===== src/rtl/jk_register_bank.sv =====
// Bank of independent JK flip-flops with parallel load,
// change pulses and saturating per-channel change counters.
module jk_register_bank #(
    parameter int               WIDTH     = 8,
    parameter int               CNT_W     = 4,
    parameter logic [WIDTH-1:0] RESET_VAL = '0
) (
    input  logic                   clk,
    input  logic                   reset,
    input  logic                   en,
    input  logic                   load,
    input  logic [WIDTH-1:0]       d,
    input  logic [WIDTH-1:0]       j,
    input  logic [WIDTH-1:0]       k,
    input  logic                   cnt_clr,
    output logic [WIDTH-1:0]       q,
    output logic [WIDTH-1:0]       changed,
    output logic                   any_chg,
    output logic [WIDTH*CNT_W-1:0] cnt
);

    logic [WIDTH-1:0] q_next;
    logic [WIDTH-1:0] delta;

    always_comb begin
        q_next = q;
        if (load) begin
            q_next = d;
        end else if (en) begin
            for (int i = 0; i < WIDTH; i++) begin
                unique case ({j[i], k[i]})
                    2'b01:   q_next[i] = 1'b0;
                    2'b10:   q_next[i] = 1'b1;
                    2'b11:   q_next[i] = ~q[i];
                    default: q_next[i] = q[i];
                endcase
            end
        end
    end

    assign delta = q_next ^ q;

    always_ff @(posedge clk) begin
        if (reset) begin
            q       <= RESET_VAL;
            changed <= '0;
            any_chg <= 1'b0;
        end else begin
            q       <= q_next;
            changed <= delta;
            any_chg <= |delta;
        end
    end

    for (genvar g = 0; g < WIDTH; g++) begin : g_cnt
        logic [CNT_W-1:0] c;

        // clear beats a same-edge increment; all-ones holds (saturate)
        always_ff @(posedge clk) begin
            if (reset || cnt_clr) begin
                c <= '0;
            end else if (delta[g] && !(&c)) begin
                c <= c + CNT_W'(1);
            end
        end

        assign cnt[g*CNT_W +: CNT_W] = c;
    end

endmodule


===== config.mk =====
export PLATFORM = sky130hd
export DESIGN_NAME = jk_register_bank
export DESIGN_NICKNAME = d
export VERILOG_FILES = /design/src/rtl/jk_register_bank.sv
export SDC_FILE = /design/constraint.sdc
export NUM_CORES = 1
export LEC_CHECK = 0
export BUFFER_PORTS_ARGS = -buffer_cell sky130_fd_sc_hd__buf_2
export CAP_MARGIN = 40
export CORE_MARGIN = 8
export CORE_UTILIZATION = 44
export DETAILED_ROUTE_END_ITERATION = 6
export GPL_ROUTABILITY_DRIVEN = 0
export PLACE_DENSITY = 0.83
export SLEW_MARGIN = 10
export SYNTH_ARGS = -nofsm -noshare
export SYNTH_HDL_FRONTEND = slang
export SYNTH_SLANG_ARGS = --single-unit

===== constraint.sdc =====
create_clock -name clk -period 1.4 [get_ports clk]
set_input_delay 0.21 -clock clk [delete_from_list [all_inputs] [get_ports clk]]
set_output_delay 0.21 -clock clk [all_outputs]
set_load 0.02 [all_outputs]

## After elaboration in Yosys (flattened, before gate mapping)

Cells that the tools add are included.

| word-level totals | value |
|---|---|
| logic and storage cells | 88 |
| register bits | 49 |
| input bits | 29 |
| output and inout bits | 49 |

| cells by class | value |
|---|---|
| add/sub/neg operators | 8 |
| bitwise logic cells | 9 |
| eq/ne operators | 24 |
| multiplexer cells | 10 |
| reduce and logical (&&, ||, !) cells | 26 |

Operator list:

| operator | count |
|---|---|
| 4-bit by 1-bit adder with 4-bit output (second input constant) | 8 |
| 2-bit == test (second input constant) | 16 |
| 4-bit AND reduction | 8 |
| 1-bit one-hot mux with 3 select lines | 8 |
| 2-bit by 1-bit == test with 1-bit output (second input constant) | 8 |
| 8-bit 2-to-1 mux | 2 |
| 1-bit logical AND | 8 |
| 1-bit zero test | 8 |
| 1-bit NOT | 8 |
| 8-bit OR reduction | 1 |
| 8-bit bitwise XOR | 1 |
| 1-bit logical OR | 1 |

## Depth between registers and ports, before layout

| logic depth | value |
|---|---|
| depth in word-level cells | 6 |
| gate-level depth with buffers | 6 |
| mapped depth without buffers | 4 |

## Worst setup path before layout

No wires, ideal clock.

| path | value |
|---|---|
| path kind | register -> register |
| start point | register q[4] |
| end point | register any_chg |
| data arrival time | 1,454 ps |
| period minus slack after synthesis | 1,575 ps |
| cell stages (with the launch flop) | 5 |
| library setup time | 121 ps |
| path buffers | 0 |
| setup slack | -175 ps |
| data required time | 1,279 ps |
| cell sequence | dfxtp_1 mux2_2 a22oi_2 and4_1 a31oi_1 |

| between the ends | value |
|---|---|
| word-level cells in the longest chain between the ends | 6 |

Ends and longest elaborated chain:

| element | line | text |
|---|---|---|
| from (decl) | 16 | `output logic [WIDTH-1:0] q,` |
| from (signal assigned) | 49 | `q <= q_next;` |
| 1-bit NOT | 34 | `2'b11: q_next[i] = ~q[i];` |
| 1-bit one-hot mux with 3 select lines | 31 | `unique case ({j[i], k[i]})` |
| 8-bit 2-to-1 mux | 29 | `end else if (en) begin` |
| 8-bit 2-to-1 mux | 27 | `if (load) begin` |
| 8-bit bitwise XOR (*) | 41 | `assign delta = q_next ^ q;` |
| 8-bit OR reduction (*) | 51 | `any_chg <= \|delta;` |
| to (signal assigned) | 51 |  |
| to (decl) | 18 | `output logic any_chg,` |

Mark *: on every way between the ends. The rest lies on a longest branch, timed or not.
A chain may end at the register's enable or synchronous reset.

## Worst setup path after layout

| path | value |
|---|---|
| start point | register q[1] |
| end point | register g_cnt[1].c[1] |

| between the ends | value |
|---|---|
| word-level cells in the longest chain between the ends | 6 |

Ends and longest elaborated chain:

| element | line | text |
|---|---|---|
| 1-bit NOT | 34 |  |
| 1-bit one-hot mux with 3 select lines | 31 |  |
| 8-bit 2-to-1 mux | 29 |  |
| 8-bit 2-to-1 mux | 27 |  |
| 8-bit bitwise XOR (*) | 41 |  |
| 1-bit logical AND (*) | 62 | `end else if (delta[g] && !(&c)) begin` |
| to (signal assigned) | 63 | `c <= c + CNT_W'(1);` |
| to (decl) | 56 | `logic [CNT_W-1:0] c;` |

Marked as above.

==> reports/qor.csv <==
metric,value,unit
status,finished with violations,
violations,negative setup slack,
syn_inst,255,
drt_wl_total,7150,um
drive_gt1_share,46.0,%
route.detailed.drc,0,
synthAdderAreaFrac,4.23,%
muxShareOfSynthArea,3.33,%
start_util,46.1,%
insertion_delay,0.30,ns
viasPerCell,5.66,
antenna_cells,0,
finalSetupViolCount,5,
layout_min_cycle_time,1.43,ns
relSlewSlack,75.8,%
yosys_warnings,0,
ys_top_cells_by_count,"dfxtp_1 (49), a21oi_1 (41), o21ai_0 (16), or3_1 (16)",
path_clk_slew,0.09,ns
drtPass1Iterations,4,
maxSlewViolCount,0,
synth_xor_area_share,2.59,%
ys_seq_area_share,41.4,%
p_leak,1.42,nW
rows,26,
synth.avg_cell_area,9.29,um^2
holdWs,0.159,ns
syn_to_final_growth,39.6,%
grt.total_usage,17.1,%
synth_compound_area_share,28.3,%
io-pin-count,78,
grt_max_degree,18,
final_cell_count_no_fill,431,
grt-ovfl-total,0,
dp_cells,412,
synth-main-ff-cell,dfxtp_1,
drtIter0Drc,94,
synth_most_common_cell,dfxtp_1,
synth-edff-count,0,
min_path_type,in2reg,
arrival,1.66,ns
skew,0.00793,ns
synth_top_area_cell,dfxtp_1,
startpoint_type,flop,
clockBufferDepth,2,
antenna_found_initial,0,
worstPathCellList,buf_6 -> xor2_4 -> a22oi_2 -> or3b_1 -> a21oi_2,
coreArea,5140,um^2
holdBufCountCts,0,
report.final.hold_viol_count,0,
portBuffers,77,
cts.sinks,49,
cts_buffers,5,
syn_area,2370,um^2
grt_pass1_vias,2319,
cp-end-kind,flop,
synth-simple-area-share,15.9,%
cp_slowest_cell,or3b_1,
ys_types,32,
worstPathMaxFanout,5,
synthTopCellsByArea,"dfxtp_1 (41%), a21oi_1 (8.7%), ha_1 (4.2%)",
syn-num-nets,292,
path_buf_inv,1,
dp_hpwl,4950,um
ir_drop,0.000727,V
cp_top_family,simple AND/OR/NAND/NOR gates,
ys_ff_latch,49,
wl_per_cell,16.6,um
p_per_area,894,nW/um^2
finalCritPeriodShare,102,%
antenna_left,0,
final_nets,397,
die_w,89.4,um
rsz0062_at_grt,yes,
async_flop_share,0,%
htreeDepth,2,
fmax,700,MHz
synth_top_area_share,41.4,%
crit_type,reg2reg,
cp_slowest_stage_delay,0.40,ns
totalNegativeSetupSlack,-0.0760,ns
dr_total_vias,2438,
cts_tree,built,
dieArea,7990,um^2
layout_setup_ws,-0.0284,ns
dp_slack,-0.151,ns
synth_top_family_by_area,compound AO/OA/AOI/OAI gates,
worst_slew_pin_slew,0.364,ns
cap_violations,0,
grt_pass1_wl,10800,um
worstPathRequired,1.63,ns
die_h,89.4,um
clockRootBuffer,clkbuf_8,
[final timing paths]
| path | start | cells past startpoint | slack, ns | endpoint |
|---|---|---|---|---|
| setup reg to reg | q[1]$_SDFF_PP0_ | 5 | -0.03 | g_cnt[1].c[1]$_SDFFE_PP0P_ |
| hold reg to reg | g_cnt[5].c[3]$_SDFFE_PP0P_ | 2 | 0.51 | g_cnt[5].c[3]$_SDFFE_PP0P_ |
| setup / recovery | q[1]$_SDFF_PP0_ | 5 | -0.03 | g_cnt[1].c[1]$_SDFFE_PP0P_ |
| hold / removal | d[7] | 3 | 0.16 | q[7]$_SDFF_PP0_ |
[where the power goes]
group / internal, mW / leakage (nW) / switching (mW)
Combinational: 0.298 / 0.972 / 0.352
Sequential: 1.44 / 0.406 / 0.0435
Clock: 0.348 / 0.0450 / 0.471
[layout by cell type, fill, tap and decap left out, types with 9 or more instances in the layout]
cell and instances:
buf_2 80, dfxtp_1 37, a21oi_1 32, buf_4 22, or3_1 14, nor2_1 9
nand2_1 9, a21oi_2 9, o21ai_0 9
[metal layers]
| metal | vias up | share of wire [%] | global-route usage (%) |
|---|---|---|---|
| met5 | - | 0 | 0 |
| met3 | 5 | 6.9 | 4.60 |
| li1 | 1183 | - | - |
| met1 | 1180 | 42 | 20.3 |
| met4 | 0 | 0.56 | 3.93 |
| met2 | 70 | 50 | 29.8 |
[flip-flops by register name (all words and copies together), names as in the netlist]
signal,cells
g_cnt.c,32
any_chg,1
q,8
changed,8
[worst reg2reg max path: stages, from the launching register on]
cell and delay, ns:
dfxtp_4 0.36, buf_6 0.11, xor2_4 0.20, a22oi_2 0.13, or3b_1 0.40, a21oi_2 0.15
[cell type report]
type	count	area [um^2]
flip-flops and latches	49	1010
multi-input cells	186	1440
well taps	70	87.6
repair buffers	110	656
inverters	8	30.0
clock buffers	6	72.6
fillers	475	1830
clock inverters	2	10.0
[logic make-up after synthesis]
logic type	after synthesis
AO/OA/AOI/OAI	98
AND/OR/NAND/NOR	65
multiplexers	7
buffers and inverters	21
flip-flops	49
adder cells (fa/ha/maj)	8
XOR/XNOR	7
[repair_timing]
item | in CTS | in global routing
setup endpoints to repair | 10 | 32
buffers inserted | 3 | 4
pin swaps | 4 | 19
resized for setup | 10 | 42
cloned | 1 | 3
endpoints found under the hold margin | 0 | 0
[through the flow]
| stage | area [um^2] | util (%) | power (mW) |
|---|---|---|---|
| after global routing | 3310 | 64.3 | 3.08 |
| final | 3310 | 64.3 | 2.95 |
| after global placement | 2980 | 58.1 | 2.04 |
| after CTS | 3150 | 61.4 | 2.90 |
| after floorplan | 2410 | - | 1.84 |
| after detailed placement | 2980 | 58.1 | 2.05 |
No activity file was read; power rests on OpenSTA's default activity.
